==> src/rtl/target_centroid_tracker.sv <==
`timescale 1ns/1ps
// target_centroid_tracker
// Accumulates the coordinates of thresholded OV7670 pixels over one frame and
// computes their centroid with two sequential restoring dividers at frame end.
// The result feeds the HDMI overlay stage.
//
// Ports
//   s00_axi_aclk     in   sole clock (pixel stream is synchronous to it)
//   s00_axi_aresetn  in   asynchronous active-low reset
//   pix_valid        in   pixel qualifier
//   pix_x, pix_y     in   pixel column / row (10 bit)
//   pix_hit          in   thresholded mask bit, used only with pix_valid
//   frame_end        in   one-cycle pulse after the last pixel of a frame
//   target_x/_y      out  centroid column / row
//   target_found     out  last completed frame had >= MIN_COUNT hits
//   target_valid     out  one-cycle pulse when target_* update
//   busy             out  divider running
//   overrun          out  sticky: frame_end arrived while busy
//
// Optional build macro TARGET_SMOOTH_EN: when defined, consecutive found
// frames are averaged with the previous target instead of loaded directly.
//
// state  | meaning
// ACCUM  | accumulating pixels, waiting for frame_end
// DIV    | dividers running, SUM_W iterations
// DONE   | one cycle, target_valid asserted

module target_centroid_tracker #(
    parameter int IMG_W     = 640,
    parameter int IMG_H     = 480,
    parameter int MIN_COUNT = 64,
    parameter int CNT_W     = 19,
    parameter int SUM_W     = 28
) (
    input  logic       s00_axi_aclk,
    input  logic       s00_axi_aresetn,
    input  logic       pix_valid,
    input  logic [9:0] pix_x,
    input  logic [9:0] pix_y,
    input  logic       pix_hit,
    input  logic       frame_end,
    output logic [9:0] target_x,
    output logic [9:0] target_y,
    output logic       target_found,
    output logic       target_valid,
    output logic       busy,
    output logic       overrun
);

    localparam int ITER_W = $clog2(SUM_W);

    typedef enum logic [1:0] {S_ACCUM, S_DIV, S_DONE} state_t;

    state_t r_state, w_state_nx;

    logic [SUM_W-1:0]  r_sum_x, r_sum_y;
    logic [CNT_W-1:0]  r_count;
    logic [SUM_W-1:0]  r_dvd_x, r_dvd_y;
    logic [CNT_W-1:0]  r_rem_x, r_rem_y;
    logic [CNT_W-1:0]  r_div;
    logic [ITER_W-1:0] r_iter;
    logic [9:0]        r_tx, r_ty;
    logic              r_found, r_overrun;

    logic              w_hit;
    logic [SUM_W-1:0]  w_sx_tot, w_sy_tot;
    logic [CNT_W-1:0]  w_cnt_tot;
    logic              w_enough;
    logic [CNT_W-1:0]  w_sh_x, w_sh_y;
    logic              w_ge_x, w_ge_y;
    logic [CNT_W-1:0]  w_rem_x_nx, w_rem_y_nx;
    logic [9:0]        w_qx, w_qy;
    logic [9:0]        w_tx_new, w_ty_new;
    logic              w_div_last;

    assign w_hit = pix_valid && pix_hit
                   && ({22'b0, pix_x} < 32'(IMG_W))
                   && ({22'b0, pix_y} < 32'(IMG_H));

    // Totals include a hit arriving together with frame_end, so that pixel
    // lands in the ending frame's snapshot.
    assign w_sx_tot  = r_sum_x + (w_hit ? SUM_W'(pix_x) : '0);
    assign w_sy_tot  = r_sum_y + (w_hit ? SUM_W'(pix_y) : '0);
    assign w_cnt_tot = (w_hit && !(&r_count)) ? r_count + 1'b1 : r_count;
    assign w_enough  = (w_cnt_tot >= CNT_W'(MIN_COUNT));

    // Restoring step. The bit shifted out of the remainder MSB means the
    // shifted value already exceeds any CNT_W-bit divisor; the modular
    // subtraction then still yields the correct (smaller) remainder.
    assign w_sh_x     = {r_rem_x[CNT_W-2:0], r_dvd_x[SUM_W-1]};
    assign w_sh_y     = {r_rem_y[CNT_W-2:0], r_dvd_y[SUM_W-1]};
    assign w_ge_x     = r_rem_x[CNT_W-1] || (w_sh_x >= r_div);
    assign w_ge_y     = r_rem_y[CNT_W-1] || (w_sh_y >= r_div);
    assign w_rem_x_nx = w_ge_x ? (w_sh_x - r_div) : w_sh_x;
    assign w_rem_y_nx = w_ge_y ? (w_sh_y - r_div) : w_sh_y;

    // Final quotient bits, valid on the last iteration.
    assign w_qx = {r_dvd_x[8:0], w_ge_x};
    assign w_qy = {r_dvd_y[8:0], w_ge_y};

`ifdef TARGET_SMOOTH_EN
    assign w_tx_new = r_found ? 10'(({1'b0, r_tx} + {1'b0, w_qx}) >> 1) : w_qx;
    assign w_ty_new = r_found ? 10'(({1'b0, r_ty} + {1'b0, w_qy}) >> 1) : w_qy;
`else
    assign w_tx_new = w_qx;
    assign w_ty_new = w_qy;
`endif

    assign w_div_last = (r_state == S_DIV) && (r_iter == '0);

    always_ff @(posedge s00_axi_aclk or negedge s00_axi_aresetn) begin
        if (!s00_axi_aresetn) r_state <= S_ACCUM;
        else                  r_state <= w_state_nx;
    end

    always_comb begin
        w_state_nx = r_state;
        case (r_state)
            S_ACCUM: if (frame_end) w_state_nx = w_enough ? S_DIV : S_DONE;
            S_DIV:   if (r_iter == '0) w_state_nx = S_DONE;
            S_DONE:  w_state_nx = S_ACCUM;
            default: w_state_nx = S_ACCUM;
        endcase
    end

    always_ff @(posedge s00_axi_aclk or negedge s00_axi_aresetn) begin
        if (!s00_axi_aresetn) begin
            r_sum_x   <= '0;
            r_sum_y   <= '0;
            r_count   <= '0;
            r_dvd_x   <= '0;
            r_dvd_y   <= '0;
            r_rem_x   <= '0;
            r_rem_y   <= '0;
            r_div     <= '0;
            r_iter    <= '0;
            r_tx      <= '0;
            r_ty      <= '0;
            r_found   <= 1'b0;
            r_overrun <= 1'b0;
        end else begin
            r_sum_x <= frame_end ? '0 : w_sx_tot;
            r_sum_y <= frame_end ? '0 : w_sy_tot;
            r_count <= frame_end ? '0 : w_cnt_tot;

            if (r_state == S_ACCUM && frame_end && w_enough) begin
                r_dvd_x <= w_sx_tot;
                r_dvd_y <= w_sy_tot;
                r_div   <= w_cnt_tot;
                r_rem_x <= '0;
                r_rem_y <= '0;
                r_iter  <= ITER_W'(SUM_W - 1);
            end else if (r_state == S_DIV) begin
                r_dvd_x <= {r_dvd_x[SUM_W-2:0], w_ge_x};
                r_dvd_y <= {r_dvd_y[SUM_W-2:0], w_ge_y};
                r_rem_x <= w_rem_x_nx;
                r_rem_y <= w_rem_y_nx;
                r_iter  <= r_iter - 1'b1;
            end

            // Outputs are loaded on entry to DONE so target_valid (decoded
            // from the DONE state) coincides with the new values.
            if (r_state == S_ACCUM && frame_end && !w_enough) begin
                r_found <= 1'b0;
            end else if (w_div_last) begin
                r_found <= 1'b1;
                r_tx    <= w_tx_new;
                r_ty    <= w_ty_new;
            end

            if (r_state != S_ACCUM && frame_end) r_overrun <= 1'b1;
        end
    end

    assign target_x     = r_tx;
    assign target_y     = r_ty;
    assign target_found = r_found;
    assign target_valid = (r_state == S_DONE);
    assign busy         = (r_state == S_DIV);
    assign overrun      = r_overrun;

endmodule

==> config.mk <==
export PLATFORM = sky130hd
export DESIGN_NAME = target_centroid_tracker
export DESIGN_NICKNAME = d
export VERILOG_FILES = /design/src/rtl/target_centroid_tracker.sv
export SDC_FILE = /design/constraint.sdc
export NUM_CORES = 1
export LEC_CHECK = 0
export ABC_CLOCK_PERIOD_IN_PS = 3600
export BUFFER_PORTS_ARGS = -buffer_cell sky130_fd_sc_hd__buf_2
export CORE_UTILIZATION = 29
export CTS_CLUSTER_DIAMETER = 60
export DETAILED_ROUTE_END_ITERATION = 7
export PLACE_DENSITY = 0.43
export SKIP_LAST_GASP = 1
export SLEW_MARGIN = 20
export SYNTH_ARGS = -nofsm -noshare
export SYNTH_HDL_FRONTEND = slang
export SYNTH_SLANG_ARGS = --single-unit
export TNS_END_PERCENT = 5
==> constraint.sdc <==
create_clock -name s00_axi_aclk -period 3.6 [get_ports s00_axi_aclk]
set_input_delay 0.36 -clock s00_axi_aclk [delete_from_list [all_inputs] [get_ports s00_axi_aclk]]
set_output_delay 0.36 -clock s00_axi_aclk [all_outputs]
set_load 0.005 [all_outputs]
# Yosys cells after proc, flatten, opt, wreduce, memory -nomap -nowiden
# Index checks and enable logic that the tools add are counted.
# totals
in_bits	25
output_inout_bits	24
word_cells	75
regBits	217
# classes
n_eq_ne	4
reduce_logical	21
muxes	24
n_lt_le_gt_ge	5
bitwise_logic	1
add_sub_neg	6
# ops
cell	count
2-to-1 mux 28 bit	6
2-to-1 mux 19 bit	8
adder 28 x 10 -> 28 bit	2
>= comparator 19 bit	2
subtractor 19 bit	2
2-to-1 mux 10 bit	2
adder 19 x 1 -> 19 bit (second input constant)	1
>= comparator 19 x 7 -> 1 bit (second input constant)	1
AND reduction 19 bit	1
< comparator 10 bit (second input constant)	1
< comparator 10 x 9 -> 1 bit (second input constant)	1
2-to-1 mux 5 bit	2
logical AND 1 bit	9
2-to-1 mux 2 bit	3
nonzero test 2 bit	3
zero test 5 bit	1
subtractor 5 x 1 -> 5 bit (second input constant)	1
case mux 2 bit (2 select lines)	1
AND reduction 2 bit	2
== test 2 x 1 -> 1 bit (second input constant)	1
== test 2 bit (second input constant)	1
zero test 1 bit	2
zero test 2 bit	1
logical OR 1 bit	2
other kinds (4)	5

# Depth between registers and ports, before layout
# Gate-level depths: netlist of the first run.
# depth
depth_word	10
ltp_mapped	15
depth_no_buf	13

# Least setup slack after synthesis of the first run
# Ideal clock, no wire load.
# synth_path
kind	in2reg
startpoint	input pix_valid
endpoint	register r_dvd_x[20]
path_stages	14
setup_slack_ns	0.195
required_ns	3.474
n_path_buf	1
setup_time_ns	0.126
arrival_time_ns	3.279
cell_sequence	and3b_1 and3_1 clkbuf_1 and2_1 ha_1 fa_1 a211oi_1 o21ai_0 a31o_2 a21oi_1 nor3_1 xnor2_1 nor2_1 a221o_1
# synth_between
elab_chain_len	8
word_cells_on_any_way	11
cone_classes	1 x add/sub; 1 x order compare; 3 x mux; 6 x reduce/logical
# synth_lines
item	line	source
start: declaration	37	input logic pix_valid,
logical AND 1 bit *	76	assign w_hit = pix_valid && pix_hit
logical AND 1 bit *	77	&& ({22'b0, pix_x} < 32'(IMG_W))
logical AND 1 bit *	78	&& ({22'b0, pix_y} < 32'(IMG_H));
logical AND 1 bit	84	assign w_cnt_tot = (w_hit && !(&r_count)) ? r_count + 1'b1 : r_count;
2-to-1 mux 19 bit	84	
>= comparator 19 x 7 -> 1 bit	85	assign w_enough = (w_cnt_tot >= CNT_W'(MIN_COUNT));
logical AND 1 bit	146	if (r_state == S_ACCUM && frame_end && w_enough) begin
2-to-1 mux 28 bit or nonzero test 2 bit (tied branches)	--	
end signal: assignment	147	r_dvd_x <= w_sx_tot;
end signal: assignment	154	r_dvd_x <= {r_dvd_x[SUM_W-2:0], w_ge_x};
end: declaration	58	logic [SUM_W-1:0] r_dvd_x, r_dvd_y;
# Mark *: on every way between the ends. The rest lies on a longest branch, timed or not.
# A chain may end at the register's enable or synchronous reset.

# Worst setup path in the final report of the first run
# layout_path
startpoint	register r_div[1]
endpoint	register r_rem_y[2]
# layout_between
elab_chain_len	5
word_cells_on_any_way	6
cone_classes	1 x add/sub; 1 x order compare; 3 x mux; 1 x reduce/logical
# layout_lines
item	line	source
start: declaration	60	logic [CNT_W-1:0] r_div;
start signal: assignment	149	r_div <= w_cnt_tot;
>= comparator 19 bit	93	assign w_ge_y = r_rem_y[CNT_W-1] || (w_sh_y >= r_div);
logical OR 1 bit	93	
2-to-1 mux 19 bit *	95	assign w_rem_y_nx = w_ge_y ? (w_sh_y - r_div) : w_sh_y;
2-to-1 mux 19 bit *	153	end else if (r_state == S_DIV) begin
2-to-1 mux 19 bit *	146	
end signal: assignment	157	r_rem_y <= w_rem_y_nx;
end: declaration	59	logic [CNT_W-1:0] r_rem_x, r_rem_y;
# Mark *: on every way between the ends. The rest lies on a longest branch, timed or not. The select of a mux whose other input is x is not followed.

==> results.sh, run 1 <==
export IMPL_post_route_period_util_pct=90.5
export IMPL_async_flop_share_pct=100
export IMPL_ioPinCount=49
export IMPL_yosysTopAreaCell="dfrtp_1"
export IMPL_drive_gt1_share_pct=15.0
export IMPL_antenna_found_initial=0
export IMPL_startpoint_type="flip-flop"
export IMPL_crit_arrival_ps=3670
export IMPL_synth_most_common_cell="dfrtp_1"
export IMPL_avgSynthCellArea_um2=9.50
export IMPL_reg2reg_depth=12
export IMPL_syn_inst=1314
export IMPL_fp_dieW_um=209
export IMPL_synth_main_ff_cell="dfrtp_1"
export IMPL_ys_warn_count=0
export IMPL_synth_edf_count=0
export IMPL_syn_nets=1404
export IMPL_rows=75
export IMPL_vias=9915
export IMPL_ys_ff_latch=217
export IMPL_synth_seq_area_share_pct=43.5
export IMPL_clock_skew_ps=30.0
export IMPL_antennaDiodeCount=0
export IMPL_start_util_pct=29.5
export IMPL_synth_top_cell_area_share_pct=43.5
export IMPL_outcome="complete, no violations"
export IMPL_post_route_drc_count=0
export IMPL_holdPathStages=3
export IMPL_crit_fanout=21
export IMPL_fmax_mhz=307
export IMPL_postRouteAntennaNets=0
export IMPL_clockBufferDepth=3
export IMPL_path_class="flip-flop to flip-flop"
export IMPL_hold_viol_final=0
export IMPL_post_place_ws_ps=-153
export IMPL_area_delta_synth_final_pct=19.4
export IMPL_maxCapViolCount=0
export IMPL_slew_headroom_pct=36.3
export IMPL_worst_pin_slew_ps=956
export IMPL_gp_congestion=0.852
export IMPL_clkTransAtPathRegs_ps=60
export IMPL_numCtsBuffers=35
export IMPL_power_density_nw_per_um2=532
export IMPL_holdBufCountCts=1
export IMPL_whs_ps=298
export IMPL_crit_required_ps=4020
export IMPL_tritoncts="done"
export IMPL_ctsHtreeMaxLevel=2
export IMPL_core_area_um2=42200
export IMPL_grt_max_degree=102
export IMPL_grt_pass1_vias=10300
export IMPL_grt_pass1_wl_um=56700
export IMPL_cts_setup_buffers=0
export IMPL_nets=1503
export IMPL_setup_slack_ps=343
export IMPL_synth_area_top_cells="dfrtp_1 44%, ha_1 6.1%, nor2_1 5.1%"
export IMPL_die_area_um2=43900
export IMPL_postCtsResizedCells=0
export IMPL_slew_viol_final=0
export IMPL_p_leak_nw=6.66
export IMPL_viasPerCell=5.03
export IMPL_grt_ovfl_total=0
export IMPL_cts_root_buffer="clkbuf_16"
export IMPL_peakVddDrop_uv=310
export IMPL_portBuffers=48
export IMPL_wl_um=34100
export IMPL_synth_distinct_cells=70
export IMPL_clk_latency_ps=530
export IMPL_drtPass1Iterations=5
export IMPL_synth_common_cells="217 x dfrtp_1, 168 x nor2_1, 81 x nand2_1"
export IMPL_power_mw=7.93
export IMPL_first_iter_violations=458
export IMPL_die_h_um=209
export IMPL_rsz0062_at_grt="false"
export IMPL_dp_hpwl_um=23600
export IMPL_routedWlPerCell_um=17.3
export IMPL_hold_path_class="input pin to flip-flop"
export IMPL_cp_end_kind="flip-flop"
export IMPL_netlist_area_um2=12500
export IMPL_numClockSinks=217
export IMPL_grtUsageTotal_pct=16.2
export IMPL_finalCriticalPeriod_ps=3260
export IMPL_fill_cells=4369
export IMPL_finalSetupViolations=0
-- worst paths after layout --
path,slack (ps),from,end
max in group asynchronous,2270,s00_axi_aresetn,target_x[0]$_DFFE_PN0P_
min in group asynchronous,520,s00_axi_aresetn,r_sum_y[26]$_DFF_PN0_
worst max register to register,340,r_div[1]$_DFFE_PN0P_,r_rem_y[2]$_DFFE_PN0P_
worst max-delay path,340,r_div[1]$_DFFE_PN0P_,r_rem_y[2]$_DFFE_PN0P_
worst min register to register,470,overrun$_DFFE_PN0P_,overrun$_DFFE_PN0P_
worst min-delay path,300,frame_end,r_state[1]$_DFFE_PN0P_
-- worst max-delay path, stage by stage, from the launching register on --
cell and delay [ps]:
dfrtp_1 440, inv_1 110, ha_1 310, nor2b_1 160
o31ai_1 400, a211oi_1 190, o31ai_1 440, o221a_2 440
buf_12 200, buf_4 140, nor4_1 50, a31oi_1 180
nand2_1 60
-- sequential cells by signal, indices dropped and copies added (netlist names) --
name and cells:
r_dvd_x 28, r_sum_x 28, r_rem_x 19, r_count 19, r_dvd_y 28, r_sum_y 28, r_rem_y 19, overrun 1
target_found 1, r_state 2, target_y 10, r_div 19, target_x 10, r_iter 5
-- layer usage --
| layer | global-route usage (%) | share of wire [%] | routed length, um | vias up |
|---|---|---|---|---|
| li1 | - | - | - | 4949 |
| met4 | 5.43 | 2.4 | 830 | 0 |
| met5 | 0 | 0 | 0 | - |
| met1 | 22.5 | 50 | 17100 | 4779 |
| met2 | 25.6 | 44 | 15200 | 132 |
| met3 | 2.53 | 3.1 | 1050 | 55 |
-- where the power goes --
part / internal, mW / switching [mW]
sequential: 2.65 / 0.178
clock: 1.89 / 1.26
combinational: 0.862 / 1.09
total: 5.41 / 2.53
-- layout by cell type (no fill, tap or decap), types with 47 or more instances in the layout --
cell and instances:
nor2_1 168, ha_1 61, a21oi_1 52, nand2_1 81, buf_2 47, a221o_1 49, xnor2_1 55, nand3_1 60
o21ai_0 79, buf_4 68, dfrtp_1 217
-- metrics by stage --
stage	utilization, %	setup TNS [ps]	cell area [um2]	cells
floorplan	-	0	12500	1314
global placement	32.7	-35.3	13800	1914
detailed placement	32.7	-2580	13800	1914
CTS	35.3	0	14900	1973
global route	35.3	0	14900	1973
finish	35.3	0	14900	1973
-- cell type report --
cell class | instances | area, um2 | area share, %
inverters | 43 | 163 | 1.09
clock inverters | 12 | 106 | 0.714
flip-flops and latches | 217 | 5430 | 36.4
clock buffers | 46 | 957 | 6.42
well taps | 539 | 674 | 4.53
multi-input cells | 989 | 6600 | 44.3
repair buffers | 127 | 971 | 6.52
-- cells by family after synthesis --
logic type / Yosys count / share of synthesized area [%]
flops: 217 / 43.5
other cells: 1 / 0.0301
mux: 37 / 3.17
fa+ha+maj: 65 / 6.76
simple gates: 480 / 18.7
compound gates: 316 / 17.7
buf+inv: 108 / 3.78
xor+xnor: 90 / 6.32
(Power assumes the default switching activity.)
==> run 2, diff against run 1 <==
Settings changed: CORE_UTILIZATION 29 to 54, PLACE_DENSITY 0.43 to 0.7, SLEW_MARGIN 20 to unset.
==> run 2 against run 1 <==
Against the previous run: register-to-register slack about the same; sequential power hardly changed; via count is 0.36% lower; hold slack worse by 82 ps; critical path type unchanged; critical endpoint is now r_dvd_x[3]$_DFFE_PN0P_; largest cell class unchanged.
==> results.sh, run 2 (same netlist as run 1, synthesis figures left out) <==
export IMPL_path_buf_inv=1
export IMPL_routedWlPerCell_um=17.7
export IMPL_ctsHtreeMaxLevel=1
export IMPL_core_area_um2=22600
export IMPL_drive_gt1_share_pct=11.0
export IMPL_intPower_mw=5.00
export IMPL_antenna_found_initial=0
export IMPL_clkTransAtPathRegs_ps=60
export IMPL_power_density_nw_per_um2=524
export IMPL_rows=55
export IMPL_grt_pass1_wl_um=48900
export IMPL_numClockSinks=217
export IMPL_postCtsResizedCells=0
export IMPL_die_h_um=154
export IMPL_ioPinCount=49
export IMPL_reg2reg_depth=9
export IMPL_crit_cells=9
export IMPL_drtPass1Iterations=5
export IMPL_clock_skew_ps=11.4
export IMPL_area_delta_synth_final_pct=11.4
export IMPL_peakVddDrop_uv=420
export IMPL_p_leak_nw=6.27
export IMPL_fill_cells=1914
export IMPL_path_class="flip-flop to flip-flop"
export IMPL_wl_um=29200
export IMPL_clk_latency_ps=540
export IMPL_die_area_um2=23700
export IMPL_layout_commonest_cell="dfrtp_1"
export IMPL_antennaDiodeCount=0
export IMPL_crit_required_ps=4010
export IMPL_hold_viol_final=0
export IMPL_crit_arrival_ps=3670
export IMPL_critPathTopFamily="compound AO/OA/AOI/OAI gates"
export IMPL_vias=9879
export IMPL_grt_pass1_vias=9637
export IMPL_postRouteAntennaNets=0
export IMPL_setup_tns_final_ps=0
export IMPL_final_cell_mix="217 x dfrtp_1, 168 x nor2_1, 81 x nand2_1"
export IMPL_rsz0062_at_grt="false"
export IMPL_worst_pin_slew_ps=873
export IMPL_p_sw_mw=2.28
export IMPL_post_route_period_util_pct=90.7
export IMPL_holdPathStages=3
export IMPL_grt_max_degree=94
export IMPL_grtUsageTotal_pct=25.3
export IMPL_grt_ovfl_total=0
export IMPL_finalCriticalPeriod_ps=3260
export IMPL_gp_congestion=0.887
export IMPL_post_route_drc_count=0
export IMPL_first_iter_violations=645
export IMPL_seq_area_um2=5430
export IMPL_crit_chain="and4_1 > nand3_1 > a2111oi_2 > mux2i_1 > o2111ai_1 > o21bai_4 > buf_12 > nor2_1 > a221o_1"
export IMPL_slew_headroom_pct=41.8
export IMPL_viasPerCell=5.98
export IMPL_multi_input_area_um2=6600
export IMPL_fp_dieW_um=154
export IMPL_start_util_pct=55.1
export IMPL_clockBufferDepth=3
export IMPL_numCtsBuffers=25
export IMPL_seqPwrFrac_pct=38.8
export IMPL_portBuffers=48
export IMPL_crit_fanout=57
export IMPL_cp_end_kind="flip-flop"
export IMPL_slew_viol_final=0
export IMPL_nets=1444
export IMPL_p_comb_share_pct=26.2
export IMPL_dp_hpwl_um=19700
export IMPL_switching_share_pct=31.3
export IMPL_fmax_mhz=306
export IMPL_p_clk_share_pct=35.0
export IMPL_finalSetupViolations=0
export IMPL_startpoint_type="flip-flop"
export IMPL_maxCapViolCount=0
export IMPL_outcome="complete, no violations"
export IMPL_slowest_delay_ps=560
export IMPL_tritoncts="done"
export IMPL_hold_path_class="input pin to flip-flop"
export IMPL_cts_root_buffer="clkbuf_16"
export IMPL_whs_ps=216
export IMPL_cp_slowest_cell="a2111oi_2"
-- run 2: path summary, 6_finish.rpt --
check	startpoint	slack, ps	endpoint
max	r_count[8]$_DFF_PN0_	340	r_dvd_x[3]$_DFFE_PN0P_
min	frame_end	220	r_state[1]$_DFFE_PN0P_
max reg2reg	r_count[8]$_DFF_PN0_	340	r_dvd_x[3]$_DFFE_PN0P_
min reg2reg	r_div[11]$_DFFE_PN0P_	480	r_div[11]$_DFFE_PN0P_
max in group asynchronous	s00_axi_aresetn	2250	r_sum_x[1]$_DFF_PN0_
min in group asynchronous	s00_axi_aresetn	400	r_rem_x[15]$_DFFE_PN0P_
-- run 2: power by group through the flow --
stage | sequential [mW] | clock (mW) | combinational, mW
2_1_floorplan | 2.81 | 0 | 1.48
3_3_place_gp | 2.86 | 0 | 1.84
3_5_place_dp | 2.86 | 0 | 1.87
6_report | 2.83 | 2.55 | 1.91
5_1_grt | 2.85 | 2.70 | 2.15
4_1_cts | 2.82 | 2.60 | 1.90
-- run 2: layout make-up --
cell class	count	share of cell area [%]
multi-input combinational	989	47.5
sequential	217	39.1
clock buffer	34	5.10
timing repair buffer	78	3.89
tap	285	2.57
inverter	43	1.16
clock inverter	6	0.711
-- run 2: worst min-delay path, stage by stage --
cell     delay [ps]
buf_2           130
nand2_1         130
a21oi_1          90
-- run 2: routing by layer --
| layer | vias to the layer above | global-route usage, % | share of wire [%] |
|---|---|---|---|
| li1 | 4817 | - | - |
| met1 | 4778 | 34.6 | 46 |
| met2 | 229 | 41.6 | 46 |
| met3 | 55 | 4.17 | 4.8 |
| met4 | 0 | 7.19 | 2.7 |
| met5 | - | 0 | 0 |
-- run 2: timing repair --
item                                    CTS  global route
endpoints found under the setup margin    0             0
setup buffers                             0             0
hold buffers                              1             0
endpoints found under the hold margin    90             0
-- run 2: through the flow --
step	cell area, um2	util [%]	setup WS [ps]	cells	total power, mW
final	13900	61.4	336	1652	7.28
after global routing	13900	61.4	66.9	1652	7.70
after floorplan	12500	-	195	1314	4.29
after detailed placement	13100	57.8	-180	1611	4.73
after global placement	13100	57.8	-71.1	1611	4.70
after CTS	13900	61.4	347	1652	7.32
